$ cat config.mk
export PLATFORM = sky130hd
export DESIGN_NAME = cache_dre_ctrl_flat
export DESIGN_NICKNAME = d
export VERILOG_FILES = /design/src/rtl/cache_dre_ctrl_if.sv /design/src/rtl/cache_dre_ctrl.sv /design/src/flat_wrapper.sv
export SDC_FILE = /design/constraint.sdc
export NUM_CORES = 1
export LEC_CHECK = 0
export CORE_MARGIN = 4
export CORE_UTILIZATION = 41
export CTS_BUF_LIST = sky130_fd_sc_hd__clkbuf_8
export CTS_CLUSTER_SIZE = 24
export DETAILED_ROUTE_END_ITERATION = 10
export GPL_TIMING_DRIVEN = 0
export PLACE_DENSITY = 0.83
export SETUP_SLACK_MARGIN = 0.05
export SYNTH_ARGS = -nofsm -noshare
export SYNTH_HDL_FRONTEND = slang
export SYNTH_SLANG_ARGS = --single-unit
$ cat constraint.sdc
create_clock -name clk -period 2.2 [get_ports clk]
set_input_delay 0.44 -clock clk [delete_from_list [all_inputs] [get_ports clk]]
set_output_delay 0.44 -clock clk [all_outputs]
set_load 0.005 [all_outputs]
$ cat src/rtl/cache_dre_ctrl_if.sv
// DRE maintenance bundle: flush/invalidate handshakes, status and the RAM maintenance port.
// Pure wiring; adds no latency.
// Requests are level-held by the requester until the matching one-cycle ack.
interface cache_dre_ctrl_if #(
    parameter int ADDR_WIDTH = 8
);
    logic                  flush_req;
    logic [3:0]            flush_chMask;
    logic                  flush_ack;
    logic                  inv_req;
    logic [ADDR_WIDTH-1:0] inv_address;
    logic [1:0]            inv_channel;
    logic [3:0]            inv_byteMask;
    logic                  inv_ack;
    logic                  ready;
    logic                  busy;
    logic                  sel;
    logic [ADDR_WIDTH-1:0] ri_readAddress;
    logic [1:0]            ri_readChannel;
    logic [7:0]            ri_readData;
    logic [ADDR_WIDTH-1:0] ri_writeAddress;
    logic [1:0]            ri_writeChannel;
    logic                  ri_writeEnable;
    logic [7:0]            ri_writeData;

    // Requester / RAM side
    modport master (
        output flush_req, flush_chMask, inv_req, inv_address, inv_channel, inv_byteMask,
        output ri_readData,
        input  flush_ack, inv_ack, ready, busy, sel,
        input  ri_readAddress, ri_readChannel, ri_writeAddress, ri_writeChannel,
        input  ri_writeEnable, ri_writeData
    );

    // Controller side
    modport slave (
        input  flush_req, flush_chMask, inv_req, inv_address, inv_channel, inv_byteMask,
        input  ri_readData,
        output flush_ack, inv_ack, ready, busy, sel,
        output ri_readAddress, ri_readChannel, ri_writeAddress, ri_writeChannel,
        output ri_writeEnable, ri_writeData
    );
endinterface

$ cat src/rtl/cache_dre_ctrl.sv
// DRE RAM maintenance controller: post-reset clear sweep, per-channel flush, nibble invalidate.
// Latency: flush = one write per cycle for each masked channel; invalidate = 2 cycles (read, write).
// Backpressure: requests are level-held; only accepted in IDLE, flush wins over invalidate.
module cache_dre_ctrl #(
    parameter int ADDR_WIDTH = 8
) (
    input  logic               clk,
    input  logic               rst_n,
    cache_dre_ctrl_if.slave    bus
);
    localparam int IW = ADDR_WIDTH - 1;

    typedef enum logic [2:0] {
        INIT,
        IDLE,
        FLUSH,
        INV_RD,
        INV_WR
    } state_t;

    state_t          state, state_nxt;
    logic [1:0]      ch, ch_nxt;
    logic [IW-1:0]   idx, idx_nxt;
    logic            ready_q, ready_nxt;

    logic            we;
    logic [1:0]      wch;
    logic [ADDR_WIDTH-1:0] waddr;
    logic [7:0]      wdat;
    logic            fack;
    logic            iack;

    logic            last_idx;
    logic [2:0]      first_ch;  // {found, channel} lowest set channel in the mask
    logic [2:0]      next_ch;   // {found, channel} next set channel above the current one

    // Lowest channel >= from whose mask bit is set; bit 2 flags that one exists.
    function automatic logic [2:0] find_set(input logic [3:0] mask, input logic [2:0] from);
        logic [2:0] r;
        r = 3'b000;
        for (int i = 3; i >= 0; i--) begin
            if (mask[i] && (i >= int'(from))) begin
                r = {1'b1, 2'(i)};
            end
        end
        return r;
    endfunction

    assign last_idx = (idx == {IW{1'b1}});
    assign first_ch = find_set(bus.flush_chMask, 3'd0);
    assign next_ch  = find_set(bus.flush_chMask, {1'b0, ch} + 3'd1);

    // State, sweep counters and the sticky ready flag
    always_ff @(posedge clk) begin
        if (!rst_n) begin
            state   <= INIT;
            ch      <= '0;
            idx     <= '0;
            ready_q <= 1'b0;
        end else begin
            state   <= state_nxt;
            ch      <= ch_nxt;
            idx     <= idx_nxt;
            ready_q <= ready_nxt;
        end
    end

    // Next-state logic and RAM write/ack outputs
    always_comb begin
        state_nxt = state;
        ch_nxt    = ch;
        idx_nxt   = idx;
        ready_nxt = ready_q;
        we        = 1'b0;
        wch       = ch;
        waddr     = {idx, 1'b0};
        wdat      = 8'h00;
        fack      = 1'b0;
        iack      = 1'b0;

        case (state)
            INIT: begin
                // Clear every word of every channel, channel-major.
                we      = 1'b1;
                idx_nxt = idx + 1'b1;
                if (last_idx) begin
                    ch_nxt = ch + 2'd1;
                    if (ch == 2'd3) begin
                        state_nxt = IDLE;
                        ready_nxt = 1'b1;
                    end
                end
            end
            IDLE: begin
                if (bus.flush_req) begin
                    state_nxt = FLUSH;
                    ch_nxt    = first_ch[1:0];
                    idx_nxt   = '0;
                end else if (bus.inv_req) begin
                    state_nxt = INV_RD;
                end
            end
            FLUSH: begin
                if (!first_ch[2]) begin
                    // Empty mask: acknowledge immediately with no writes.
                    fack      = 1'b1;
                    state_nxt = IDLE;
                end else begin
                    // Mask is stable, so ch always points at a selected channel;
                    // jump straight to the next selected one at the end of a channel.
                    we      = 1'b1;
                    idx_nxt = idx + 1'b1;
                    if (last_idx) begin
                        if (next_ch[2]) begin
                            ch_nxt = next_ch[1:0];
                        end else begin
                            fack      = 1'b1;
                            state_nxt = IDLE;
                        end
                    end
                end
            end
            INV_RD: begin
                state_nxt = INV_WR;
            end
            INV_WR: begin
                // Clear the masked bits of the addressed nibble, keep the other nibble.
                we    = 1'b1;
                wch   = bus.inv_channel;
                waddr = bus.inv_address;
                if (bus.inv_address[0]) begin
                    wdat = {bus.ri_readData[7:4] & ~bus.inv_byteMask, bus.ri_readData[3:0]};
                end else begin
                    wdat = {bus.ri_readData[7:4], bus.ri_readData[3:0] & ~bus.inv_byteMask};
                end
                iack      = 1'b1;
                state_nxt = IDLE;
            end
            default: begin
                state_nxt = INIT;
            end
        endcase
    end

    // Reset forces the write strobe and acks low even though INIT is already loaded.
    assign bus.ri_writeEnable  = we & rst_n;
    assign bus.ri_writeChannel = wch;
    assign bus.ri_writeAddress = waddr;
    assign bus.ri_writeData    = wdat;
    assign bus.flush_ack       = fack & rst_n;
    assign bus.inv_ack         = iack & rst_n;

    // The read port only matters in INV_RD; driving it continuously keeps the mux trivial.
    assign bus.ri_readAddress  = bus.inv_address;
    assign bus.ri_readChannel  = bus.inv_channel;

    assign bus.ready = ready_q & rst_n;
    assign bus.busy  = ~rst_n | (state != IDLE);
    assign bus.sel   = bus.busy;

endmodule

$ cat src/flat_wrapper.sv
// flat-port wrapper written by rule: the top's interface ports become plain ports
module cache_dre_ctrl_flat 
#(
    parameter int ADDR_WIDTH = 8
)
  (clk, rst_n, bus_flush_req, bus_flush_chMask, bus_inv_req, bus_inv_address, bus_inv_channel, bus_inv_byteMask, bus_ri_readData, bus_flush_ack, bus_inv_ack, bus_ready, bus_busy, bus_sel, bus_ri_readAddress, bus_ri_readChannel, bus_ri_writeAddress, bus_ri_writeChannel, bus_ri_writeEnable, bus_ri_writeData);
  cache_dre_ctrl_if #(.ADDR_WIDTH(ADDR_WIDTH)) bus_i ();
  input  logic clk;
  input  logic rst_n;
  input wire logic [$bits(bus_i.flush_req)-1:0] bus_flush_req;
  input wire logic [$bits(bus_i.flush_chMask)-1:0] bus_flush_chMask;
  input wire logic [$bits(bus_i.inv_req)-1:0] bus_inv_req;
  input wire logic [$bits(bus_i.inv_address)-1:0] bus_inv_address;
  input wire logic [$bits(bus_i.inv_channel)-1:0] bus_inv_channel;
  input wire logic [$bits(bus_i.inv_byteMask)-1:0] bus_inv_byteMask;
  input wire logic [$bits(bus_i.ri_readData)-1:0] bus_ri_readData;
  output wire logic [$bits(bus_i.flush_ack)-1:0] bus_flush_ack;
  output wire logic [$bits(bus_i.inv_ack)-1:0] bus_inv_ack;
  output wire logic [$bits(bus_i.ready)-1:0] bus_ready;
  output wire logic [$bits(bus_i.busy)-1:0] bus_busy;
  output wire logic [$bits(bus_i.sel)-1:0] bus_sel;
  output wire logic [$bits(bus_i.ri_readAddress)-1:0] bus_ri_readAddress;
  output wire logic [$bits(bus_i.ri_readChannel)-1:0] bus_ri_readChannel;
  output wire logic [$bits(bus_i.ri_writeAddress)-1:0] bus_ri_writeAddress;
  output wire logic [$bits(bus_i.ri_writeChannel)-1:0] bus_ri_writeChannel;
  output wire logic [$bits(bus_i.ri_writeEnable)-1:0] bus_ri_writeEnable;
  output wire logic [$bits(bus_i.ri_writeData)-1:0] bus_ri_writeData;
  assign bus_i.flush_req = bus_flush_req;
  assign bus_i.flush_chMask = bus_flush_chMask;
  assign bus_i.inv_req = bus_inv_req;
  assign bus_i.inv_address = bus_inv_address;
  assign bus_i.inv_channel = bus_inv_channel;
  assign bus_i.inv_byteMask = bus_inv_byteMask;
  assign bus_i.ri_readData = bus_ri_readData;
  assign bus_flush_ack = bus_i.flush_ack;
  assign bus_inv_ack = bus_i.inv_ack;
  assign bus_ready = bus_i.ready;
  assign bus_busy = bus_i.busy;
  assign bus_sel = bus_i.sel;
  assign bus_ri_readAddress = bus_i.ri_readAddress;
  assign bus_ri_readChannel = bus_i.ri_readChannel;
  assign bus_ri_writeAddress = bus_i.ri_writeAddress;
  assign bus_ri_writeChannel = bus_i.ri_writeChannel;
  assign bus_ri_writeEnable = bus_i.ri_writeEnable;
  assign bus_ri_writeData = bus_i.ri_writeData;
  cache_dre_ctrl #(.ADDR_WIDTH(ADDR_WIDTH)) u_core (.clk(clk), .rst_n(rst_n), .bus(bus_i));
endmodule
==> impl_metrics.csv <==
group,metric,value,unit
status,status,"complete, no violations",
final_layout,antennaDiodeCount,0,
critical_path,arrival,1660,ps
clock_network,clkSinkCount,13,
hold_path,hold_path.class,"register to register",
sta,hold_viol_final,0,
drt,drt_pre_antenna_iters,4,
critical_path,critPathLaunch,"u_core.ch[0]",
sta,setup_tns,0,ps
logic_synthesis,syn_inst,158,
final_layout,drive_gt1_frac,0.246,
logic_synthesis,synthesis.area,1230,µm²
grt,overflow,0,
logic_synthesis,syn_avg_cell_area,7.79,µm²
place,gp_congestion,0.872,
grt,antenna_found_initial,0,
grt,grt_pass1_wl,6.34,mm
critical_path,reg2reg_depth,7,
sta,finClkSkew,4.97,ps
sta,period_needed,2100,ps
critical_path,endpoint,"bus_flush_ack",
critical_path,crit_path_end_kind,"primary output",
floorplan,rows,19,
final_layout,layout.nets,273,
grt,grt_pass1_vias,1420,
final_layout,mostFrequentLayoutCells,"36 x clkdlybuf4s50_1, 22 x buf_4, 18 x dlygate4sd2_1",
clock_network,clock_latency,250,ps
drt,antenna_left,0,
drt,drc,0,
power_and_ir_drop,power_density,294,nW/µm²
hold_path,min_from,"u_core.ready_q",
logic_synthesis,synth-seq-cells,13,
critical_path,path_cells,"inv_2, ha_1, o21ai_2, o2111ai_2, o21bai_2, nor2b_1, clkbuf_2",
floorplan,chipWidth,62.8,µm
logic_synthesis,seq_area_frac_synth,0.211,
clock_network,h-tree-depth,1,
run,drv_cap,0,
critical_path,worst_ep_required_time,1760,ps
critical_path,cp_slowest_cell,"dfxtp_4",
sta,fin_crit_sh,0.954,
power_and_ir_drop,leakage,0.968,nW
sta,relSlewSlack,0.560,
critical_path,reg2reg_to,"u_core.ch[1]",
clock_network,cts_root_buf,"clkbuf_8",
critical_path,setup.worst_path.start_class,"register",
sta,setup_viol,0,
sta,tightest_slew,655,ps
place,dp_hpwl,2.88,mm
final_layout,final_common_cell,"clkdlybuf4s50_1",
grt,grt_max_degree,11,
critical_path,crit_type,"register to primary output",
floorplan,chipHeight,62.8,µm
clock_network,cts_hold_buf,0,
clock_network,cts_buffers,3,
critical_path,crit_buf_inv,2,
grt,grtUsageTotal,0.192,
final_layout,area_growth,66.6,%
floorplan,io_pins,64,
drt,viasPerCell,5.45,
place,portBuffers,62,
drt,wl_per_cell,14.2,µm
critical_path,path_depth,7,
logic_synthesis,synth_cell_types,45,
sta,fmax,0.477,GHz
sta,hold_slack,458,ps
power_and_ir_drop,vdd_drop_max,0.383,mV
critical_path,slowest_delay,380,ps
clock_network,tritoncts,"built",
logic_synthesis,syn-num-nets,194,
clock_network,path_clk_slew,50,ps
drt,routed_wl,3.80,mm
sta,rsz0062_at_grt,"yes",
critical_path,reg2reg_slack,600,ps
drt,vias,1454,
critical_path,crit_fanout,7,
clock_network,clock_path_buffers,2,
floorplan,die-area,3940,µm²
critical_path,crit_family,"compound AO/OA/AOI/OAI gates",
drt,drt-initial-drc-count,39,
logic_synthesis,yosys_warnings,0,
critical_path,r2r_start,"u_core.ch[0]",
sta,slew_viol_final,0,
floorplan,initial_core_util,0.439,
floorplan,core_area,2810,µm²
==> what timing repair did <==
action / in CTS / in global routing
gates cloned: 1 / 0
buffers inserted: 9 / 2
gates resized for setup: 57 / 9
endpoints found under the setup margin: 24 / 8
pin swaps: 4 / 2
hold endpoints to repair: 0 / 0
==> worst reg2reg max path: stages (launching register included) <==
cell and delay, ps:
dfxtp_4 370, inv_2 90, ha_1 200, inv_1 70
o2111ai_2 230, o21ai_1 110, nor3_2 240, mux2i_1 210
==> metal layers <==
metal  vias up  global-route usage  routed length (µm)
met5         -                   0                   0
met4         0              0.0441                  10
met3         3              0.0665                 296
met2        65               0.344                1890
met1       674               0.216                1600
li1        712                   -                   -
==> final cells by class <==
cell class	count	area [µm²]
plain buffers	18	146
clock buffers	3	41.3
clock inverters	1	3.75
fillers	219	754
inverters	7	27.5
multi-input cells	120	858
flip-flops and latches	13	269
well taps	31	38.8
repair buffers	74	666
==> cells in the mapped netlist <==
master | number | area, µm²
mux2i_1 | 2 | 20.0
or4_1 | 1 | 7.51
xnor2_1 | 1 | 8.76
and2_1 | 3 | 18.8
nand4_1 | 1 | 6.26
o21ai_1 | 4 | 20.0
buf_1 | 1 | 3.75
o21a_1 | 1 | 7.51
buf_2 | 4 | 20.0
nand2_1 | 14 | 52.6
o21ai_0 | 11 | 55.1
nand3b_1 | 2 | 15.0
a31oi_1 | 1 | 6.26
and3b_1 | 1 | 8.76
buf_4 | 11 | 82.6
o21bai_2 | 1 | 11.3
xor2_1 | 4 | 35.0
nand3_1 | 4 | 20.0
a32oi_1 | 2 | 17.5
nor2_1 | 9 | 33.8
o21ai_2 | 1 | 8.76
a21oi_4 | 1 | 16.3
o31ai_1 | 3 | 22.5
mux2_1 | 6 | 67.6
nor3_1 | 2 | 10.0
o211ai_1 | 3 | 22.5
inv_2 | 1 | 3.75
a22o_1 | 1 | 8.76
o2111ai_1 | 2 | 17.5
dfxtp_1 | 13 | 260
nand2b_1 | 5 | 31.3
a21boi_1 | 1 | 7.51
clkbuf_1 | 2 | 7.51
inv_1 | 5 | 18.8
and3_1 | 11 | 68.8
mux2_2 | 1 | 11.3
nor2b_1 | 3 | 18.8
nor3_2 | 1 | 10.0
clkinv_2 | 1 | 5.00
o22ai_1 | 1 | 6.26
ha_1 | 6 | 75.1
nor4_4 | 1 | 21.3
a211oi_1 | 2 | 15.0
a21oi_1 | 4 | 20.0
and4_1 | 3 | 26.3
==> report_power, final <==
| group | internal (W) | switching [W] | total [W] |
|---|---|---|---|
| logic | 0.0000955 | 0.0000527 | 0.000148 |
| clock network | 0.000123 | 0.0000852 | 0.000208 |
| registers | 0.000239 | 0.00000690 | 0.000246 |
| total | 0.000458 | 0.000145 | 0.000603 |
==> flip-flops by register name, indices dropped and copies added, names as in the netlist <==
name and cells:
u_core.ch 2, u_core.state 3, u_core.idx 7, u_core.ready_q 1
==> worst min path at each step <==
stage / slack, ps / to / cells past startpoint
after floorplan: 430 / u_core.ready_q / 1
after global placement: 450 / u_core.ready_q / 1
after detailed placement: 460 / u_core.ready_q / 1
after CTS: 460 / u_core.ready_q / 1
after global routing: 500 / u_core.ready_q / 1
final: 460 / u_core.ready_q / 1
==> stage by stage <==
stage          total power, W  area, µm²  std cells   util  setup WS [ps]
2_1_floorplan        0.000301       1230        158      -            399
3_5_place_dp         0.000401       1890        251  0.674           -514
3_3_place_gp         0.000396       1890        251  0.674           -497
5_1_grt              0.000638       2050        267  0.731           9.93
6_report             0.000603       2050        267  0.731            102
4_1_cts              0.000611       2060        265  0.735          -8.46
==> cell families (layout without fill, tap and decap cells) <==
group                      after synthesis  count (layout)  synth area share
and+or+nand+nor                         61              61             0.284
AOI/OAI and AO/OA                       39              39             0.213
buffers and inverters                   25             103             0.115
DFF                                     13              13             0.211
muxes                                    9               9            0.0803
adders and majority gates                6               6            0.0610
xor gates and xnor gates                 5               5            0.0356
Power figures use the tool's default switching activity.
